File: src/rtl/clb_cfg_pkg.sv
// Shared types and constants for the CLB column configuration loader:
// command encoding, per-column field layout, reset value and FSM states.
package clb_cfg_pkg;

  localparam int CFG_BITS = 28;
  localparam logic [CFG_BITS-1:0] RST_CFG = 28'h000000F;

  // Column word layout, LSB first; bypass[3] controls cell 0
  localparam int BYPASS_LSB = 0;
  localparam int BYPASS_W   = 4;
  localparam int SEL_W      = 2;
  localparam int SEL0_0_LSB = 4;
  localparam int SEL1_0_LSB = 6;
  localparam int SEL0_1_LSB = 8;
  localparam int SEL1_1_LSB = 10;
  localparam int SEL0_2_LSB = 12;
  localparam int SEL1_2_LSB = 14;
  localparam int SEL0_3_LSB = 16;
  localparam int SEL1_3_LSB = 18;
  localparam int SELOP0_LSB = 20;
  localparam int SELOP1_LSB = 22;
  localparam int SELOP2_LSB = 24;
  localparam int SELOP3_LSB = 26;

  typedef enum logic [1:0] {
    CMD_WRITE  = 2'b00,
    CMD_COMMIT = 2'b01,
    CMD_CLEAR  = 2'b10,
    CMD_RSVD   = 2'b11
  } cmd_e;

  typedef enum logic [1:0] {
    ST_IDLE    = 2'd0,
    ST_PAYLOAD = 2'd1,
    ST_COMMIT  = 2'd2
  } state_e;

endpackage

File: src/rtl/clb_cfg_regbank.sv
// One CLB column's shadow/active register pair. Shadow is written or cleared
// by the loader; active copies shadow on commit and drives the column.
module clb_cfg_regbank
  import clb_cfg_pkg::*;
(
  input  logic                clk,
  input  logic                reset,
  input  logic                wr_en,
  input  logic [CFG_BITS-1:0] wr_data,
  input  logic                clr,
  input  logic                commit,
  output logic [CFG_BITS-1:0] active
);

  logic [CFG_BITS-1:0] shadow;

  always_ff @(posedge clk) begin
    if (reset) begin
      shadow <= RST_CFG;
      active <= RST_CFG;
    end else begin
      if (clr)
        shadow <= RST_CFG;
      else if (wr_en)
        shadow <= wr_data;
      if (commit)
        active <= shadow;
    end
  end

endmodule

File: src/rtl/clb_column_cfg_loader.sv
// Byte-stream configuration loader for the CLB column array.
// Optional build macro CLB_CFG_CHECKSUM_EN adds an XOR checksum byte to WRITE frames.
//
// state      | meaning
// ST_IDLE    | waiting for a header byte
// ST_PAYLOAD | collecting WRITE payload (and checksum) bytes, cnt_q = byte index
// ST_COMMIT  | one cycle after commit: cfg_updated high, cfg_ready low
module clb_column_cfg_loader
  import clb_cfg_pkg::*;
#(
  parameter int NUM_COLS = 4
) (
  input  logic                         clk,
  input  logic                         reset,
  input  logic                         cfg_valid,
  input  logic [7:0]                   cfg_data,
  output logic                         cfg_ready,
  output logic [NUM_COLS*CFG_BITS-1:0] cfg_out,
  output logic                         cfg_updated,
  output logic                         err
);

`ifdef CLB_CFG_CHECKSUM_EN
  localparam logic [2:0] FRAME_LAST = 3'd4;
`else
  localparam logic [2:0] FRAME_LAST = 3'd3;
`endif

  state_e              state_q, state_d;
  logic [2:0]          cnt_q;
  logic [5:0]          col_q;
  logic [CFG_BITS-1:0] word_q, word_full;
  logic [7:0]          csum_q;
  logic                err_q;
  logic                accept, col_ok, frame_ok, frame_done;
  logic                do_commit, do_clear, rsvd_hit, wr_hit;
  cmd_e                hdr_cmd;

  assign cfg_ready   = !reset && (state_q != ST_COMMIT);
  assign accept      = cfg_valid && cfg_ready;
  assign hdr_cmd     = cmd_e'(cfg_data[7:6]);
  assign col_ok      = {1'b0, col_q} < 7'(NUM_COLS);
  assign cfg_updated = (state_q == ST_COMMIT);
  assign err         = err_q;

`ifdef CLB_CFG_CHECKSUM_EN
  assign frame_ok = (csum_q == cfg_data);
`else
  assign frame_ok = 1'b1;
`endif

  assign wr_hit   = frame_done && col_ok && frame_ok;
  assign rsvd_hit = (state_q == ST_IDLE) && accept && (hdr_cmd == CMD_RSVD);

  // Last data byte contributes only its low nibble (bits [31:28] are dropped)
  always_comb begin
    word_full = word_q;
    if (cnt_q == 3'd3)
      word_full[27:24] = cfg_data[3:0];
  end

  always_comb begin
    state_d    = state_q;
    do_commit  = 1'b0;
    do_clear   = 1'b0;
    frame_done = 1'b0;
    unique case (state_q)
      ST_IDLE: begin
        if (accept) begin
          unique case (hdr_cmd)
            CMD_WRITE:  state_d = ST_PAYLOAD;
            CMD_COMMIT: begin
              do_commit = 1'b1;
              state_d   = ST_COMMIT;
            end
            CMD_CLEAR:  do_clear = 1'b1;
            default:    ;
          endcase
        end
      end
      ST_PAYLOAD: begin
        if (accept && (cnt_q == FRAME_LAST)) begin
          frame_done = 1'b1;
          state_d    = ST_IDLE;
        end
      end
      ST_COMMIT: state_d = ST_IDLE;
      default:   state_d = ST_IDLE;
    endcase
  end

  always_ff @(posedge clk) begin
    if (reset) begin
      state_q <= ST_IDLE;
      cnt_q   <= '0;
      col_q   <= '0;
      word_q  <= '0;
      csum_q  <= '0;
      err_q   <= 1'b0;
    end else begin
      state_q <= state_d;
      err_q   <= (frame_done && !(col_ok && frame_ok)) || rsvd_hit;
      if (state_q == ST_IDLE && accept) begin
        col_q  <= cfg_data[5:0];
        cnt_q  <= '0;
        csum_q <= cfg_data;
      end else if (state_q == ST_PAYLOAD && accept) begin
        cnt_q  <= cnt_q + 3'd1;
        csum_q <= csum_q ^ cfg_data;
        unique case (cnt_q)
          3'd0:    word_q[7:0]   <= cfg_data;
          3'd1:    word_q[15:8]  <= cfg_data;
          3'd2:    word_q[23:16] <= cfg_data;
          3'd3:    word_q[27:24] <= cfg_data[3:0];
          default: ;
        endcase
      end
    end
  end

  for (genvar k = 0; k < NUM_COLS; k++) begin : g_col
    clb_cfg_regbank u_bank (
      .clk     (clk),
      .reset   (reset),
      .wr_en   (wr_hit && (col_q == 6'(k))),
      .wr_data (word_full),
      .clr     (do_clear),
      .commit  (do_commit),
      .active  (cfg_out[k*CFG_BITS +: CFG_BITS])
    );
  end

endmodule

File: config.mk
export PLATFORM = sky130hd
export DESIGN_NAME = clb_column_cfg_loader
export DESIGN_NICKNAME = d
export VERILOG_FILES = /design/src/rtl/clb_cfg_pkg.sv /design/src/rtl/clb_cfg_regbank.sv /design/src/rtl/clb_column_cfg_loader.sv
export SDC_FILE = /design/constraint.sdc
export NUM_CORES = 1
export LEC_CHECK = 0
export CORE_ASPECT_RATIO = 1.4
export CORE_MARGIN = 3
export CORE_UTILIZATION = 44
export CTS_CLUSTER_SIZE = 8
export DETAILED_ROUTE_END_ITERATION = 16
export HOLD_SLACK_MARGIN = 0.02
export PLACE_DENSITY = 0.69
export SETUP_SLACK_MARGIN = 0.3
export SYNTH_ARGS = -nofsm -noshare
export SYNTH_HDL_FRONTEND = slang
export SYNTH_SLANG_ARGS = --single-unit
export TNS_END_PERCENT = 1
File: constraint.sdc
create_clock -name clk -period 2.2 [get_ports clk]
set_clock_uncertainty 0.15 [all_clocks]
set_input_delay 0.44 -clock clk [delete_from_list [all_inputs] [get_ports clk]]
set_output_delay 0.44 -clock clk [all_outputs]
set_load 0.01 [all_outputs]
==> impl_metrics.env <==
export IMPL_outcome="finished, final reports clean"
export IMPL_fin_crit_sh_pct=91.3
export IMPL_max_stage_delay_ps=550
export IMPL_crit_fanout=2
export IMPL_fp_dieArea_um2=27700
export IMPL_layout_drive_gt1_share_pct=13.2
export IMPL_ys_seq_area_share_pct=46.7
export IMPL_ys_types=40
export IMPL_die_h_um=196
export IMPL_rows=68
export IMPL_fmax_mhz=498
export IMPL_port_buffers=125
export IMPL_cp_slowest_cell="clkdlybuf4s50_1"
export IMPL_syn_avg_cell_area_um2=10.2
export IMPL_grt_pass1_wl_um=43400
export IMPL_routedWlPerCell_um=17.0
export IMPL_via_per_inst=5.28
export IMPL_ys_ff_latch=264
export IMPL_die_x_um=142
export IMPL_slew_headroom_pct=65.3
export IMPL_clk_pin_slew_worst_paths_ps=50
export IMPL_clock_sinks=264
export IMPL_numPlacedInstances=1533
export IMPL_synth_top_area_share_pct=46.7
export IMPL_final_cells=1575
export IMPL_worst_path_stages=1
export IMPL_grt_overflow_total=0
export IMPL_crit_required_ps=1610
export IMPL_yosys_area_top_type="dfxtp_1"
export IMPL_drcViolationCount=0
export IMPL_wl_um=26800
export IMPL_grt_usage_pct=19.0
export IMPL_place_congestion=0.841
export IMPL_critPathTopFamily="buffers and inverters"
export IMPL_async_flop_share_pct=0
export IMPL_synth_cell_area_um2=11300
export IMPL_n_antenna_cell=0
export IMPL_grt_pass1_vias=8145
export IMPL_dr_pass1_iters=5
export IMPL_synth_top_cells_by_area="dfxtp_1, mux2i_1, a211o_1"
export IMPL_num_io_pins=126
export IMPL_tightestPinTransition_ps=521
export IMPL_numCtsBuffers=38
export IMPL_place_area_um2=13300
export IMPL_synth_cells=1113
export IMPL_cts_root_buf="clkbuf_16"
export IMPL_report_final_slew_viol_count=0
export IMPL_dp_hpwl_um=18100
export IMPL_grt_max_degree=129
export IMPL_grt_antenna_before_repair=0
export IMPL_syn_to_final_growth_pct=27.0
export IMPL_r2r_setup_slack_ps=270
export IMPL_min_path_type="input port to register"
export IMPL_drt_iter0_markers=386
export IMPL_core_area_um2=25000
export IMPL_arrival_ps=1420
export IMPL_htree_levels=2
export IMPL_yosysWarnings=0
export IMPL_clk_latency_ps=500
export IMPL_criticalPathCategory="register to primary output"
export IMPL_via_count=8319
export IMPL_reg2reg_depth=7
export IMPL_drv_cap=0
export IMPL_hold_violations=0
export IMPL_rsz0062_at_grt="yes"
export IMPL_ir_drop_v=0.000512
export IMPL_cts_buffer_depth=3
export IMPL_nFillCells=2210
export IMPL_syn_nets=1129
export IMPL_p_leak_nw=6.07
export IMPL_period_needed_ps=2010
export IMPL_path_cells="clkdlybuf4s50_1"
export IMPL_fin_nets=1276
export IMPL_synth_ff_type="dfxtp_1"
export IMPL_tritoncts="done"
export IMPL_cp_num_buf_inv=1
export IMPL_min_path_cells=3
export IMPL_ant_nets=0
export IMPL_start_util_pct=45.2
export IMPL_end_kind="primary output"
export IMPL_stdcell_area_um2=14400
export IMPL_cp_start_kind="register"
export IMPL_setup_viol_count_final=0
export IMPL_power_density_nw_per_um2=718
export IMPL_synth_edf_count=0
[sequential cells by signal, indices dropped and copies added, names as in the netlist]
register and flops:
g_col.u_bank.active 112, g_col.u_bank.shadow 112, word_q 28, col_q 6
cnt_q 3, state_q 2, err 1
[power by group]
group	leakage (nW)	switching (mW)	internal (mW)
combinational	3.46	0.298	0.189
sequential	2.13	0.0130	4.81
clock	0.485	1.91	3.09
[area by class of cell]
class	count	area (um2)	share of cell area [%]
clock inverters	1	8.76	0.0610
flip-flops and latches	264	5290	36.8
multi-input cells	635	5140	35.7
repair buffers	210	2140	14.9
well taps	315	394	2.74
clock buffers	39	976	6.79
inverters	111	417	2.90
[layer usage]
metal	wire length [um]	track usage, %
met2	13500	32.7
met4	706	5.87
met1	11500	24.5
met5	0	0
met3	1090	2.76
[cell families (layout without fill, tap and decap cells)]
group	count (synthesis)	count (layout)	synth area share [%]
AO/OA/AOI/OAI	194	194	12.7
adder cells (fa/ha/maj)	5	5	0.553
buffers and inverters	214	361	8.09
flip-flops	264	264	46.7
multiplexers	224	224	20.0
AND/OR/NAND/NOR	212	212	11.9
[layout by cell type, fill, tap and decap left out, types with 12 or more instances in the layout]
| master | netlist | final |
|---|---|---|
| o21ai_0 | 12 | 12 |
| a21o_1 | 13 | 13 |
| nor2_1 | 19 | 19 |
| buf_4 | 6 | 64 |
| a21oi_1 | 33 | 33 |
| clkdlybuf4s50_1 | 0 | 119 |
| a211oi_1 | 38 | 38 |
| a211o_1 | 87 | 87 |
| nand3_1 | 17 | 16 |
| dfxtp_1 | 264 | 261 |
| clkbuf_16 | 0 | 39 |
| inv_1 | 111 | 111 |
| buf_12 | 0 | 20 |
| mux2_2 | 16 | 16 |
| nand2b_1 | 117 | 117 |
| mux2i_1 | 208 | 208 |
[final timing paths]
path / startpoint / endpoint
worst max register to register: cnt_q[0] / g_col[1].u_bank.shadow[27]
worst max-delay path: g_col[3].u_bank.active[23] / cfg_out[107]
worst min register to register: g_col[2].u_bank.shadow[8] / g_col[2].u_bank.active[8]
worst min-delay path: cfg_data[7] / err
[through the flow]
stage	TNS (ps)	utilization [%]	setup slack [ps]	total power, mW	hold slack [ps]
after floorplan	0	-	212	5.22	286
after global placement	-12730	53.3	-170	5.39	290
after detailed placement	-22990	53.3	-187	5.40	296
after CTS	0	57.3	163	10.4	209
after global routing	0	57.4	158	10.7	244
final	0	57.4	191	10.3	225
[cells in the mapped netlist, types with 7 or more instances]
cell / count
a21oi_1: 33
nor3_2: 9
inv_1: 111
nand2_1: 7
mux2i_1: 208
clkbuf_1: 50
mux2_2: 16
a211o_1: 87
a211oi_1: 38
buf_2: 39
a21o_1: 13
nand2b_1: 117
dfxtp_1: 264
nor2_1: 19
nand3_1: 17
nor3_1: 7
nand3b_1: 8
o21ai_0: 12
[repair_timing]
| item | CTS | global route |
|---|---|---|
| endpoints found under the setup margin | 210 | 219 |
| buffers inserted | 1 | 0 |
| endpoints found under the hold margin | 1 | 0 |
| pin swaps | 1 | 0 |
| gates resized for setup | 9 | 8 |
| hold buffers | 1 | 0 |
Note: power is estimated with default switching activity, not from simulation.
